===== config.mk =====
export PLATFORM = sky130hd
export DESIGN_NAME = issue_scoreboard
export DESIGN_NICKNAME = d
export VERILOG_FILES = /design/src/rtl/issue_scoreboard.sv
export SDC_FILE = /design/constraint.sdc
export NUM_CORES = 1
export LEC_CHECK = 0
export ABC_CLOCK_PERIOD_IN_PS = 5400
export BUFFER_PORTS_ARGS = -buffer_cell sky130_fd_sc_hd__buf_2
export CAP_MARGIN = 20
export CORE_ASPECT_RATIO = 0.75
export CORE_MARGIN = 4
export CORE_UTILIZATION = 48
export DETAILED_ROUTE_END_ITERATION = 8
export PLACE_DENSITY = 0.8
export RECOVER_POWER = 100
export SLEW_MARGIN = 20
export SYNTH_ARGS = -nofsm -noshare
export SYNTH_HDL_FRONTEND = slang
export SYNTH_SLANG_ARGS = --single-unit
export TNS_END_PERCENT = 10

===== constraint.sdc =====
create_clock -name CLK -period 5.4 [get_ports CLK]
set_clock_uncertainty 0.05 [all_clocks]
set_input_delay 0.27 -clock CLK [delete_from_list [all_inputs] [get_ports CLK]]
set_output_delay 0.27 -clock CLK [all_outputs]
set_load 0.1 [all_outputs]

===== src/rtl/issue_scoreboard.sv =====
// issue_scoreboard: decode-side issue stage with register scoreboard, per-FU occupancy
// limits and a single registered dispatch slot. Optional perf counters: ISSUE_PERF_CNT_EN.
module issue_scoreboard #(
    parameter int NUM_FU          = 4,
    parameter int MAX_OUTSTANDING = 4
) (
    input  logic              CLK,
    input  logic              RST,
    input  logic              dec_valid,
    output logic              dec_ready,
    input  logic [4:0]        dec_rs1,
    input  logic [4:0]        dec_rs2,
    input  logic              dec_use_rs1,
    input  logic              dec_use_rs2,
    input  logic [4:0]        dec_rd,
    input  logic              dec_wen,
    input  logic [1:0]        dec_sfu,
    input  logic              dec_halt,
    input  logic              dec_ifence,
    input  logic              flush,
    output logic              iss_valid,
    output logic [1:0]        iss_fu,
    output logic [4:0]        iss_rd,
    output logic              iss_wen,
    input  logic [NUM_FU-1:0] fu_ready,
    input  logic [NUM_FU-1:0] fu_done,
    input  logic              wb_valid,
    input  logic [4:0]        wb_rd,
    output logic              fence_req,
    input  logic              fence_done,
    output logic              halted,
    output logic [31:0]       stall_cycles,
    output logic [31:0]       issued_cnt
);

    localparam int               CNT_W   = $clog2(MAX_OUTSTANDING + 1);
    localparam logic [CNT_W-1:0] CNT_MAX = CNT_W'(MAX_OUTSTANDING);

    typedef enum logic [1:0] {
        ST_RUN,
        ST_DRAIN,
        ST_FENCE,
        ST_HALTED
    } state_e;

    state_e           state_q;
    logic             drain_halt_q;
    logic             fence_req_q;
    logic             halted_q;

    logic [31:0]      busy_q, busy_d;
    logic [31:0]      busy_eff, wb_mask;
    logic [CNT_W-1:0] cnt_q [NUM_FU];
    logic [CNT_W-1:0] cnt_d [NUM_FU];

    logic             iss_valid_q, iss_valid_d;
    logic [1:0]       iss_fu_q, iss_fu_d;
    logic [4:0]       iss_rd_q, iss_rd_d;
    logic             iss_wen_q, iss_wen_d;

    logic             in_run, hazard, fire, accept, load, kill, drained;

    assign in_run = (state_q == ST_RUN);
    assign fire   = iss_valid_q && fu_ready[iss_fu_q];

    // A writeback landing this cycle already frees its register for the decoder.
    always_comb begin
        // NOTE: every always_comb output gets a default before any branch so no latch is inferred.
        wb_mask  = wb_valid ? (32'd1 << wb_rd) : 32'd0;
        busy_eff = busy_q & ~wb_mask;
        hazard   = (dec_use_rs1 && (dec_rs1 != 5'd0) && busy_eff[dec_rs1])
                || (dec_use_rs2 && (dec_rs2 != 5'd0) && busy_eff[dec_rs2])
                || (dec_wen     && (dec_rd  != 5'd0) && busy_eff[dec_rd]);
    end

    assign dec_ready = in_run && !flush && (!iss_valid_q || fire) && !hazard
                    && (cnt_q[dec_sfu] < CNT_MAX);
    assign accept    = dec_valid && dec_ready;
    // Halt and fence.i only steer the FSM; they never occupy the slot or the scoreboard.
    assign load      = accept && !dec_halt && !dec_ifence;
    assign kill      = in_run && flush && iss_valid_q && !fire;

    always_comb begin
        drained = !iss_valid_q && (busy_q == 32'd0);
        for (int i = 0; i < NUM_FU; i++) begin
            if (cnt_q[i] != '0) drained = 1'b0;
        end
    end

    always_comb begin
        for (int i = 0; i < NUM_FU; i++) begin
            case ({fire && (iss_fu_q == 2'(i)), fu_done[i] && (cnt_q[i] != '0)})
                2'b10:   cnt_d[i] = cnt_q[i] + 1'b1;
                2'b01:   cnt_d[i] = cnt_q[i] - 1'b1;
                default: cnt_d[i] = cnt_q[i];
            endcase
        end
    end

    // Set on accept is applied last so it wins over a same-cycle writeback clear.
    always_comb begin
        iss_valid_d = iss_valid_q;
        iss_fu_d    = iss_fu_q;
        iss_rd_d    = iss_rd_q;
        iss_wen_d   = iss_wen_q;
        busy_d      = busy_q;
        if (wb_valid) busy_d[wb_rd] = 1'b0;
        if (kill && iss_wen_q) busy_d[iss_rd_q] = 1'b0;
        if (load) begin
            iss_valid_d = 1'b1;
            iss_fu_d    = dec_sfu;
            iss_rd_d    = dec_rd;
            iss_wen_d   = dec_wen;
            if (dec_wen) busy_d[dec_rd] = 1'b1;
        end else if (fire || (in_run && flush)) begin
            iss_valid_d = 1'b0;
        end
        busy_d[0] = 1'b0;
    end

    always_ff @(posedge CLK) begin
        if (RST) begin
            // NOTE: scoreboard and FU counters are reset, not left to power-up, since hazards read them at once.
            busy_q      <= 32'd0;
            iss_valid_q <= 1'b0;
            iss_fu_q    <= 2'd0;
            iss_rd_q    <= 5'd0;
            iss_wen_q   <= 1'b0;
            for (int i = 0; i < NUM_FU; i++) cnt_q[i] <= '0;
        end else begin
            // NOTE: sequential state uses non-blocking assignments so every register samples pre-edge values.
            busy_q      <= busy_d;
            iss_valid_q <= iss_valid_d;
            iss_fu_q    <= iss_fu_d;
            iss_rd_q    <= iss_rd_d;
            iss_wen_q   <= iss_wen_d;
            for (int i = 0; i < NUM_FU; i++) cnt_q[i] <= cnt_d[i];
        end
    end

    always_ff @(posedge CLK) begin
        if (RST) begin
            state_q      <= ST_RUN;
            drain_halt_q <= 1'b0;
            fence_req_q  <= 1'b0;
            halted_q     <= 1'b0;
        end else begin
            case (state_q)
                ST_RUN: begin
                    if (accept && (dec_halt || dec_ifence)) begin
                        state_q      <= ST_DRAIN;
                        drain_halt_q <= dec_halt;
                    end
                end
                ST_DRAIN: begin
                    if (drained) begin
                        if (drain_halt_q) begin
                            state_q  <= ST_HALTED;
                            halted_q <= 1'b1;
                        end else begin
                            state_q     <= ST_FENCE;
                            fence_req_q <= 1'b1;
                        end
                    end
                end
                ST_FENCE: begin
                    if (fence_done) begin
                        state_q     <= ST_RUN;
                        fence_req_q <= 1'b0;
                    end
                end
                default: state_q <= ST_HALTED;
            endcase
        end
    end

`ifdef ISSUE_PERF_CNT_EN
    logic [31:0] stall_q, stall_d;
    logic [31:0] issued_q, issued_d;

    always_comb begin
        stall_d  = stall_q;
        issued_d = issued_q;
        if (in_run && dec_valid && !dec_ready) stall_d = stall_q + 32'd1;
        if (fire) issued_d = issued_q + 32'd1;
    end

    always_ff @(posedge CLK) begin
        if (RST) begin
            stall_q  <= 32'd0;
            issued_q <= 32'd0;
        end else begin
            stall_q  <= stall_d;
            issued_q <= issued_d;
        end
    end

    assign stall_cycles = stall_q;
    assign issued_cnt   = issued_q;
`else
    assign stall_cycles = 32'd0;
    assign issued_cnt   = 32'd0;
`endif

    assign iss_valid = iss_valid_q;
    assign iss_fu    = iss_fu_q;
    assign iss_rd    = iss_rd_q;
    assign iss_wen   = iss_wen_q;
    assign fence_req = fence_req_q;
    assign halted    = halted_q;

endmodule


Yosys cells after proc, flatten, opt, wreduce, memory -nomap -nowiden
Memory sizes are Yosys's and may differ from the RTL's. Cells that the tools add are included.

Memory bits (read-only): 0. Flip-flop bits (word level): 46. Latch bits: 0. Output and inout bits: 76. Logic and storage cells: 161. Memory bits (writable): 12. Input bits: 41. Memories kept: 1.

$lt $le $gt $ge: 10. Reduce and logical (&&, ||, !) cells: 58. Bitwise logic cells: 11. Add/sub/neg operators: 8. Shift operators: 1. Eq/ne operators: 17. Divide/modulo/power cells: 0. Multipliers: 0. Muxes and demuxes: 45.

Memories: cnt_q (depth 4, bits a word 3, rd ports 5, clocked after memory_dff 0, wr ports 4, RTL line 53) `logic [CNT_W-1:0] cnt_q [NUM_FU];`.

Operators with widths (number): two-way mux 32 bit (5); AND 32 bit (3); NOT 32 bit (3); zero test 32 bit (1); bitwise OR 32 bit (1); << shifter 1 x 5 -> 32 bit (first input constant) (1); logical AND 1 bit (31); less-than comparator 5 x 6 -> 1 bit (second input constant) (5); case mux 3 bit (2 select lines) (4); two-way mux 1 bit (20); binary-select mux 1 bit (select 5 bit) (3); demux 1 bit (select 5 bit) (3); greater-or-equal comparator 5 x 1 -> 1 bit (second input constant) (3); nonzero test 5 bit (3); == test 2 bit (second input constant) (7); adder 3 x 1 -> 3 bit (second input constant) (4); == test 2 x 1 -> 1 bit (second input constant) (6); two-way mux 3 bit (4); nonzero test 3 bit (4); subtractor 3 x 1 -> 3 bit (second input constant) (4); zero test 1 bit (6); two-way mux 2 bit (3); inequality test 2 bit (second input constant) (3); case mux 2 bit (3 select lines) (1); 12 further kinds (22).

Depth between registers and ports, before layout
Gate-level depths: netlist (run 1).

Depth in word-level cells: 16. Depth in mapped cells: 12. Mapped depth without buffers: 8.

Worst setup path after synthesis (run 1)
Ideal clock, no wire load.

Path kind: register to register. Start point: reg iss_fu_q[0] (netlist: iss_fu[0]). End point: reg busy_q[27]. Setup slack: 2.320 ns. Required time: 5.235 ns. Library setup time: 0.115 ns. Data arrival time: 2.914 ns. Cell stages (with the launch flop): 11. Clock period less this slack: 3.080 ns. Buffers on the path: 3. Cell sequence: dfxtp_1 > mux4_2 > nor2b_1 > nor2_1 > o41a_1 > and3_1 > buf_1 > and3_1 > buf_6 > buf_6 > a31o_1.

Word-level cells in the longest chain between the ends: 11. Elaborated cells between the ends (all ways): 17. Those cells by class: mux: 5; bitwise: 1; reduce/logical: 11.

RTL lines: from (decl) (RTL line 57) `logic [1:0] iss_fu_q, iss_fu_d;`; from (signal assigned) (RTL line 134) `iss_fu_q <= iss_fu_d;`; binary-select mux 1 bit (select 2 bit) (*) (RTL line 64) `assign fire = iss_valid_q && fu_ready[iss_fu_q];`; two-way mux 1 bit (not written as such) (*) (RTL line 64); logical AND 1 bit (*) (RTL line 64); branches (longest 7 deep; another with two-way mux 32 bit); two-way mux 32 bit (*) (RTL line 109) `if (load) begin`; to (signal assigned) (RTL line 132) `busy_q <= busy_d;`; to (decl) (RTL line 51) `logic [31:0] busy_q, busy_d;`.

Mark *: on every way between the ends. The select of a mux whose other input is x is not followed. A chain may end at the register's enable or synchronous reset.

Worst setup path after layout (run 1)
Start point: in wb_rd[0]. End point: out dec_ready.

Word-level cells in the longest chain between the ends: 12. Elaborated cells between the ends (all ways): 18. Those cells by class: shift: 1; mux: 7; bitwise: 2; reduce/logical: 8.

RTL lines: from (decl) (RTL line 28) `input logic [4:0] wb_rd,`; << shifter 1 x 5 -> 32 bit (*) (RTL line 69) `wb_mask = wb_valid ? (32'd1 << wb_rd) : 32'd0;`; two-way mux 32 bit (*) (RTL line 69); NOT 32 bit (*) (RTL line 70) `busy_eff = busy_q & ~wb_mask;`; AND 32 bit (*) (RTL line 70); binary-select mux 1 bit (select 5 bit), on equally long branches (RTL line 71, 72); two-way mux 1 bit, on equally long branches (RTL line 71, 72); logical AND 1 bit, on equally long branches (RTL line 71, 72); logical OR 1 bit (RTL line 72) `|| (dec_use_rs2 && (dec_rs2 != 5'd0) && busy_eff[dec_rs2])`; logical OR 1 bit (*) (RTL line 73) `|| (dec_wen && (dec_rd != 5'd0) && busy_eff[dec_rd]);`; zero test 1 bit (*) (RTL line 76) `assign dec_ready = in_run && !flush && (!iss_valid_q || fire) && !hazard`; logical AND 1 bit (*) (RTL line 76); logical AND 1 bit (*) (RTL line 77) `&& (cnt_q[dec_sfu] < CNT_MAX);`; to (decl) (RTL line 10) `output logic dec_ready,`.

Mark *: on every way between the ends. The rest lies on a longest branch, timed or not. The select of a mux whose other input is x is not followed.

==> results.toml, run 1 <==
[run_status]
status = "finished, final reports clean"

[route]
routed_via_density = 6.39
drtAntennaViolNets = 0
drtIter0Drc = 958
drt-pass1-iter-count = 6
via_count = 4910
drt-wirelength-per-cell_um = 20.8
routed_wl_um = 16000
drc = 0

[finish]
finalInstanceArea_um2 = 5140
drive_gt1_share_pct = 14.5
instances_no_fill = 768
n_antenna_cell = 0
fin_nets = 680
area_growth_pct = 7.83
nFillCells = 915

[synth]
dominantRegCellSynth = "dfxtp_1"
async_flop_share_pct = 0
yosysTopAreaCell = "dfxtp_1"
synth_common_cells = "buf_4 (64), dfxtp_1 (57), nor2_1 (41)"
synth.most_common_cell = "buf_4"
syn_area_um2 = 4760
synth_warnings = 0
synth-adder-area-share_pct = 2.73
synth_mux_area_share_pct = 5.91
synth_enable_flop_cells = 0
syn_inst = 593
yosys.area_share.xor_xnor_pct = 1.65
synth-seq-area-share_pct = 24.0
synth_cell_types = 60
synth_compound_area_share_pct = 25.4
synth-seq-cells = 57
syn_area_per_cell_um2 = 8.03
synthTopCellsByArea = "dfxtp_1 (24%), buf_4 (10%), a211oi_1 (5.2%), a31o_1 (3.9%), mux2i_1 (3.8%)"
synth_top_family_by_area = "compound AO/OA/AOI/OAI gates"
yosysTopAreaCellShare_pct = 24.0
yosys.area_share.simple_pct = 24.9

[global_routing]
grt_start_max_net_pins = 66
grt_pass1_wl_um = 23700
antenna_found_initial = 0
grt_overflow = 0
grt_use_total_pct = 26.8
grt_pass1_vias = 4208

[sta]
fin_crit_sh_pct = 77.5
fin_setup_tns_ns = 0
drv_slew = 0
worst_pin_slew_ns = 1.18
fmax_mhz = 239
slew_headroom_pct = 20.8
finalHoldViolations = 0
rsz0062_at_grt = "no"
post-route-min-period_ns = 4.18
setup_violations = 0

[hold_path]
min_path_cells = 3
holdPathEnd = "drain_halt_q$_SDFFE_PP0P_"
min_path_type = "input pin to register"
hp-start = "dec_halt"

[die]
core_um2 = 9660
io_pins = 117
die_h_um = 94.3
row_count = 31
start_util_pct = 49.3
die_x_um = 123
die_area_um2 = 11600

[power]
leakagePower_nw = 1.86
p_per_area_nw_per_um2 = 273
ir_drop_v = 0.000161

[cts]
clock_path_buffers = 2
postCtsHoldBufs = 0
clk_transition_reported_paths_ns = 0.05
clk_latency_ns = 0.33
cts_made_buffers = 9
cts_setup_buffers = 0
ctsRootBufferMaster = "clkbuf_16"
clkSinkCount = 57
cts_tree = "yes"
cts_resized = 0
htreeDepth = 3

[critical_path]
cp_top_family = "compound AO/OA/AOI/OAI gates"
crit_buf_inv = 2
required_ns = 5.08
cp_data_arrival_time_ns = 3.86
start_kind = "input pin"
critical_path.max_stage_delay_ns = 0.86
path_class = "input pin to output port"
r2r_start = "busy_q[2]$_SDFF_PP0_"
rr_worst_depth = 8
cp_max_fo = 11
r2r_slack_ns = 2.02
slowest_stage = "a311oi_1"
reg2reg_to = "busy_q[9]$_SDFF_PP0_"
endpoint_kind = "output port"
path_cells = "clkbuf_1 > or2_0 > o21ai_0 > o211ai_1 > a41oi_1 > a2111oi_0 > a311oi_1 > and3_1 > buf_2"

[placed_design]
dp_cells = 752
dpl_cell_area_um2 = 4840
globalplace.congestion = 1.03
hpwl_um = 12000
port_buffers = 52

[flow_run]
drv_cap = 0
[per-stage QoR]
stage | total power, mW | setup slack (ns) | util (%) | hold slack, ns
floorplan | 0.775 | 2.32 | - | 0.376
global placement | 0.782 | 1.97 | 50.1 | 0.404
detailed placement | 0.783 | 1.98 | 50.1 | 0.411
CTS | 1.40 | 1.98 | 53.5 | 0.170
global route | 1.44 | 1.11 | 53.2 | 0.180
finish | 1.40 | 1.22 | 53.2 | 0.172
[layout make-up]
cell class / instances / area, um2 / area share [%]
inverters: 21 / 78.8 / 1.53
clock buffers: 9 / 225 / 4.38
clock inverters: 7 / 101 / 1.97
multi-input cells: 481 / 3110 / 60.6
repair buffers: 61 / 313 / 6.09
well taps: 132 / 165 / 3.22
flip-flops and latches: 57 / 1140 / 22.2
[metal layers]
layer  routed length, um  share of wire [%]  GRT usage, %
met1                6810                 43          39.8
met2                6330                 40          35.1
met3                2340                 15          9.27
met4                 481                3.0          9.22
met5                   0                  0             0
[sequential cells by signal, summed over array words and instances (netlist names)]
signal        cells
iss_wen           1
iss_fu            2
drain_halt_q      1
iss_valid         1
cnt_q            12
halted            1
busy_q           31
fence_req         1
state_q           2
iss_rd            5
[kinds of logic after synthesis]
kind of cell	count (synthesis)
DFF	57
xor gates and xnor gates	9
AOI/OAI and AO/OA	167
muxes	24
adders and majority gates	8
and+or+nand+nor	209
other	1
buffers and inverters	118
[cell usage in the layout (no fill, tap or decap), drive strengths merged, types with 9 or more instances in the layout]
| cell type | Yosys | final |
|---|---|---|
| nor2 | 41 | 41 |
| conb | 1 | 64 |
| nor2b | 17 | 17 |
| nor4 | 13 | 13 |
| mux2i | 18 | 18 |
| and3 | 9 | 9 |
| nor3 | 23 | 23 |
| clkbuf | 17 | 21 |
| nand4 | 13 | 13 |
| a211oi | 33 | 33 |
| xor2 | 9 | 9 |
| dfxtp | 57 | 57 |
| inv | 21 | 23 |
| nand2 | 17 | 17 |
| nand2b | 28 | 28 |
| a31o | 33 | 33 |
| a21oi | 15 | 15 |
| o211ai | 12 | 12 |
| nand3 | 13 | 13 |
| buf | 80 | 49 |
| o21ai | 41 | 41 |
[worst max-delay path by stage]
stage,start,endpoint,slack [ns],cells past startpoint
detailed placement,wb_rd[0],dec_ready,1.98,9
CTS,wb_rd[0],dec_ready,1.98,9
global route,wb_rd[0],dec_ready,1.11,9
finish,wb_rd[0],dec_ready,1.22,9
global placement,wb_rd[0],dec_ready,1.97,9
floorplan,iss_fu[0]$_SDFFE_PP0N_,busy_q[27]$_SDFF_PP0_,2.32,10
[where the power goes]
part	total (mW)	internal [mW]	leakage (nW)	switching, mW
Combinational	0.348	0.0462	1.25	0.302
Sequential	0.429	0.424	0.459	0.00462
Clock	0.623	0.407	0.153	0.216
Total	1.40	0.878	1.86	0.522
[tightest hold or removal path, delay by kind of cell]
family,cells,cell delay (ns)
compound gates,1,0.07
buf+inv,2,0.15
(Power assumes the default switching activity.)
==> run 2, diff against run 1 <==
ABC_CLOCK_PERIOD_IN_PS = 3420   (was 5400)
PLACE_DENSITY = 0.83   (was 0.8)
clock period = 3.42 ns   (was 5.4 ns; I/O delays follow)
==> run 2 against run 1 <==
Utilization grew 1.8 points. Via count rose by 2.0%. Combinational power grew 64%. Final cell count up 1.6%. Total power is 71% higher. Sequential cell count is the same. Global-route usage is 0.89 points higher. Design area up 3.3%. Critical path type unchanged. Largest power group unchanged.
==> results.toml, run 2 (synthesized netlist as in run 1, its figures left out) <==
[run_status]
status = "finished, final reports clean"

[critical_path]
rr_worst_depth = 8
path_cells = "clkbuf_1 > nand4bb_1 > o21ai_0 > nand4_1 > nand3_1 > nor4_1 > buf_4 > a311oi_4 > buf_4 > and3_1 > buf_12"
cp_top_family = "compound AO/OA/AOI/OAI gates"
slowest_stage = "o21ai_0"
cp_data_arrival_time_ns = 2.95
r2r_start = "cnt_q[2][2]$_SDFFE_PP0P_"
r2r_slack_ns = 0.43
start_kind = "input pin"
crit_top_cell = "buf_4"
cp_max_fo = 8
critical_path.max_stage_delay_ns = 0.82
cp-endpoint = "dec_ready"
cp-startpoint = "wb_rd[4]"
path_class = "input pin to output port"
path_depth = 11
required_ns = 3.20
crit_buf_inv = 4
reg2reg_to = "iss_fu[0]$_SDFFE_PP0N_"
endpoint_kind = "output port"

[finish]
mostFrequentLayoutCell = "conb_1"
drive_gt1_share_pct = 16.2
area_growth_pct = 11.4
fin_nets = 692
finalInstanceArea_um2 = 5310
nFillCells = 842
largest-register = "busy_q"
n_antenna_cell = 0
largest_reg_flops = 31
layout_common_cells = "conb_1 (64), dfxtp_1 (57), nor2_1 (41), buf_2 (39), a211oi_1 (33)"

[placed_design]
port_buffers = 52
hpwl_um = 11900
dpl_cell_area_um2 = 4960
place_worst_setup_slack_ns = 0.403
globalplace.congestion = 1.07

[global_routing]
grt_overflow = 0
grt_pass1_wl_um = 24700
grt_start_max_net_pins = 65
grt_pass1_vias = 4596
antenna_found_initial = 0
grt_use_total_pct = 27.6

[die]
core_um2 = 9660
die_h_um = 94.3
io_pins = 117
die_area_um2 = 11600
die_x_um = 123
row_count = 31
start_util_pct = 49.3

[route]
via_count = 5008
drt-pass1-iter-count = 7
drt-wirelength-per-cell_um = 20.7
drc = 0
routed_wl_um = 16100
routed_via_density = 6.42
drtAntennaViolNets = 0
drtIter0Drc = 873

[sta]
fin_crit_sh_pct = 92.7
setup_violations = 0
setup_slack_ns = 0.248
slew_headroom_pct = 21.4
post-route-min-period_ns = 3.17
fin_setup_tns_ns = 0
drv_slew = 0
fmax_mhz = 315
holdWs_ns = 0.0601
worst_pin_slew_ns = 1.18
rsz0062_at_grt = "no"
finalHoldViolations = 0

[cts]
cts_resized = 0
htreeDepth = 3
postCtsHoldBufs = 0
cts_setup_buffers = 0
clk_transition_reported_paths_ns = 0.06
clk_latency_ns = 0.34
clock_path_buffers = 2
ctsRootBufferMaster = "clkbuf_16"
cts_tree = "yes"
clkSinkCount = 57
cts_made_buffers = 9

[flow_run]
drv_cap = 0

[power]
leakagePower_nw = 1.96
ir_drop_v = 0.000226
p_per_area_nw_per_um2 = 450
fin_total_pwr_mw = 2.39

[hold_path]
min_path_type = "input pin to register"
-- run 2: cell count changes in the layout (fill, tap and decap cells not counted), moves of 2 or more --
cell,change
bufinv_16,+2
inv_6,-2
clkinvlp_4,-2
buf_4,+11
clkbuf_8,+2
-- run 2: worst min-delay path: stages --
cell and delay, ns:
buf_2 0.11, inv_1 0.05, o32ai_1 0.07
-- run 2: metal layers --
metal	share of wire [%]	vias up	global-route usage [%]	wire, um
met3	16	67	12.3	2520
li1	-	2205	-	-
met4	3.2	0	9.22	517
met1	40	2317	36.8	6430
met2	41	419	39.6	6650
met5	0	-	0	0
-- run 2: power breakdown --
part | total (mW) | internal, mW | switching [mW]
clock network | 1.14 | 0.823 | 0.319
logic | 0.569 | 0.0855 | 0.483
registers | 0.678 | 0.670 | 0.00734
total | 2.39 | 1.58 | 0.810
-- run 2: how the worst min path moves through the flow --
stage                    start                   endpoint  slack, ns  cells after the start
floorplan           dec_sfu[0]     iss_fu[0]$_SDFFE_PP0N_       0.28                      2
global placement    fence_done    state_q[1]$_SDFFE_PP0P_       0.40                      3
detailed placement    dec_halt  drain_halt_q$_SDFFE_PP0P_       0.41                      3
CTS                   dec_halt  drain_halt_q$_SDFFE_PP0P_       0.06                      3
global route          dec_halt  drain_halt_q$_SDFFE_PP0P_       0.08                      3
finish                dec_halt  drain_halt_q$_SDFFE_PP0P_       0.06                      3
-- run 2: metrics by stage --
stage               util [%]  instances
global placement        51.3        764
CTS                     55.2        780
floorplan                  -        656
finish                  54.9        780
detailed placement      51.3        764
global route            54.9        780
-- run 2: final cells by class --
cell class                      instances  area [um2]  area share (%)
Tap cell                              132         165            3.11
Timing Repair Buffer                   73         418            7.88
Clock buffer                           11         253            4.76
Inverter                               21        78.8            1.49
Sequential cell                        57        1140            21.5
Clock inverter                          5         125            2.36
Multi-Input combinational cell        481        3130            58.9
==> run 3, diff against run 2 <==
ABC_AREA = 1   (was unset)
CORE_MARGIN = 2   (was 4)
CTS_BUF_LIST = sky130_fd_sc_hd__clkbuf_16   (was unset)
PLACE_DENSITY = 0.82   (was 0.83)
==> run 3 against run 2 <==
Hold slack better by 0.040 ns. Sequential cell count did not move. Global-route usage up 2.0 points. Critical path type is now input pin to register. Critical endpoint is now iss_fu[1]$_SDFFE_PP0N_. Largest power group is now combinational logic.
==> results.toml, run 3 <==
[run_status]
status = "finished, final reports clean"

[placed_design]
port_buffers = 52
place_worst_setup_slack_ns = 0.473
globalplace.congestion = 1.03
hpwl_um = 12900
dpl_cell_area_um2 = 5260

[route]
routed_via_density = 5.53
drt-wirelength-per-cell_um = 15.9
routed_wl_um = 17000
drtIter0Drc = 995
drt-pass1-iter-count = 7
drtAntennaViolNets = 0
drc = 0
via_count = 5925

[critical_path]
cp_max_fo = 31
r2r_slack_ns = 0.66
r2r_start = "iss_fu[0]$_SDFFE_PP0N_"
path_class = "input pin to register"
critical_path.max_stage_delay_ns = 0.47
cp_data_arrival_time_ns = 2.99
slowest_stage = "nor2_1"
reg2reg_to = "busy_q[28]$_SDFF_PP0_"
rr_worst_depth = 13
cp-startpoint = "wb_valid"
path_cells = "clkbuf_1 > nand2_1 > nor2_1 > nand2_1 > nand2_1 > nand2_1 > a21oi_1 > nor2_1 > nand2_1 > nor2_1 > nor2_1 > nand2_1 > nor2_4 > nand3_1 > clkbuf_2 > o21ai_0 > nor2_1"
endpoint_kind = "register"
required_ns = 3.60
start_kind = "input pin"
crit_top_cell = "nand2_1"

[global_routing]
antenna_found_initial = 0
grt_pass1_wl_um = 26300
grt_overflow = 0
grt_pass1_vias = 5124
grt_use_total_pct = 29.6
grt_start_max_net_pins = 40

[die]
row_count = 32
die_h_um = 93.7
die_x_um = 124
io_pins = 117
core_um2 = 10400
die_area_um2 = 11600
start_util_pct = 49.7

[synth]
synthTopCellsByArea = "dfxtp_1 (22%), nand2_1 (17%), buf_4 (9.3%), inv_1 (8.5%), nand3_1 (7.6%)"
async_flop_share_pct = 0
syn_area_per_cell_um2 = 5.81
syn_area_um2 = 5150
synth-seq-cells = 57
synth_cell_types = 38
syn_inst = 886
yosysTopAreaCellShare_pct = 22.2
synth_warnings = 0
synth.most_common_cell = "nand2_1"
synth-seq-area-share_pct = 22.2
synth_common_cells = "nand2_1 (240), inv_1 (117), nor2_1 (86)"
yosysTopAreaCell = "dfxtp_1"
synth_enable_flop_cells = 0
dominantRegCellSynth = "dfxtp_1"

[sta]
drv_slew = 0
rsz0062_at_grt = "no"
setup_slack_ns = 0.607
fin_crit_sh_pct = 82.2
finalHoldViolations = 0
slew_headroom_pct = 21.3
setup_violations = 0
worst_pin_slew_ns = 1.18
fin_setup_tns_ns = 0
fmax_mhz = 356
post-route-min-period_ns = 2.81

[finish]
fin_util_pct = 53.1
finalInstanceArea_um2 = 5510
area_growth_pct = 7.05
drive_gt1_share_pct = 6.84
mostFrequentLayoutCell = "nand2_1"
n_antenna_cell = 0
layout_common_cells = "nand2_1 (240), inv_1 (117), nor2_1 (86), nand3_1 (79), conb_1 (64)"
nFillCells = 1085
fin_nets = 979
largest-register = "busy_q"
largest_reg_flops = 31

[cts]
clk_transition_reported_paths_ns = 0.06
htreeDepth = 3
cts_setup_buffers = 0
cts_tree = "yes"
clk_latency_ns = 0.34
postCtsHoldBufs = 0
cts_made_buffers = 9
cts_resized = 0
clock_path_buffers = 2
ctsRootBufferMaster = "clkbuf_16"
clkSinkCount = 57

[power]
p_per_area_nw_per_um2 = 436
leakagePower_nw = 2.55
ir_drop_v = 0.000232

[flow_run]
drv_cap = 0

[hold_path]
min_path_type = "input pin to register"
hp-start = "dec_rd[0]"
holdPathEnd = "iss_rd[0]$_SDFFE_PP0N_"
min_path_cells = 3
-- run 3: cell count changes after synthesis, moves of 24 or more --
cell,previous run,this run
a211oi_1,33,1
a21oi_1,15,63
inv_1,21,117
o21ai_0,32,56
nand2_1,17,240
nand3_1,12,78
nor2_1,41,86
nand2b_1,28,0
-- run 3: worst max-delay path, delay by kind of cell --
family / cells / cell delay, ns
AOI/OAI and AO/OA: 2 / 0.56
buffers and inverters: 2 / 0.58
and+or+nand+nor: 13 / 1.67
-- run 3: worst max-delay path by stage --
| stage | slack, ns | depth (start not counted) | to |
|---|---|---|---|
| after detailed placement | 0.47 | 17 | busy_q[24]$_SDFF_PP0_ |
| after CTS | 0.79 | 13 | busy_q[28]$_SDFF_PP0_ |
| final | 0.61 | 17 | iss_fu[1]$_SDFFE_PP0N_ |
| after global routing | 0.23 | 19 | busy_q[12]$_SDFF_PP0_ |
| after floorplan | 0.34 | 14 | busy_q[21]$_SDFF_PP0_ |
| after global placement | 0.49 | 17 | busy_q[12]$_SDFF_PP0_ |
-- run 3: final cells by class --
cell class,count,area (um2),area share [%]
clock inverter,7,46.3,0.840
multi-input combinational,685,3200,58.1
clock buffer,9,225,4.09
timing repair buffer,56,273,4.95
tap,136,170,3.09
inverter,121,454,8.24
sequential,57,1140,20.7
-- run 3: cell families after synthesis --
group                    share of synthesized area [%]
adder cells (fa/ha/maj)                           2.53
other                                           0.0728
flip-flops                                        22.2
AND/OR/NAND/NOR                                   35.7
buffers and inverters                             20.1
AO/OA/AOI/OAI                                     19.4
-- run 3: metrics by stage --
step	hold WS, ns	power (mW)	cells
4_1_cts	0.0833	2.40	1071
6_report	0.0997	2.40	1071
2_1_floorplan	0.265	1.49	949
3_5_place_dp	0.395	1.58	1055
5_1_grt	0.104	2.52	1071
3_3_place_gp	0.384	1.57	1055
-- run 3: routing by layer --
layer | part of all wire (%) | track usage [%] | vias to the layer above
li1 | - | - | 2838
met2 | 40 | 41.7 | 436
met1 | 42 | 42.4 | 2596
met4 | 3.0 | 9.19 | 0
met3 | 15 | 9.65 | 55
met5 | 0 | 0 | -
-- run 3: power by group --
| group | switching, mW | internal [mW] |
|---|---|---|
| sequential | 0.0338 | 0.704 |
| combinational | 0.690 | 0.149 |
| clock | 0.338 | 0.487 |
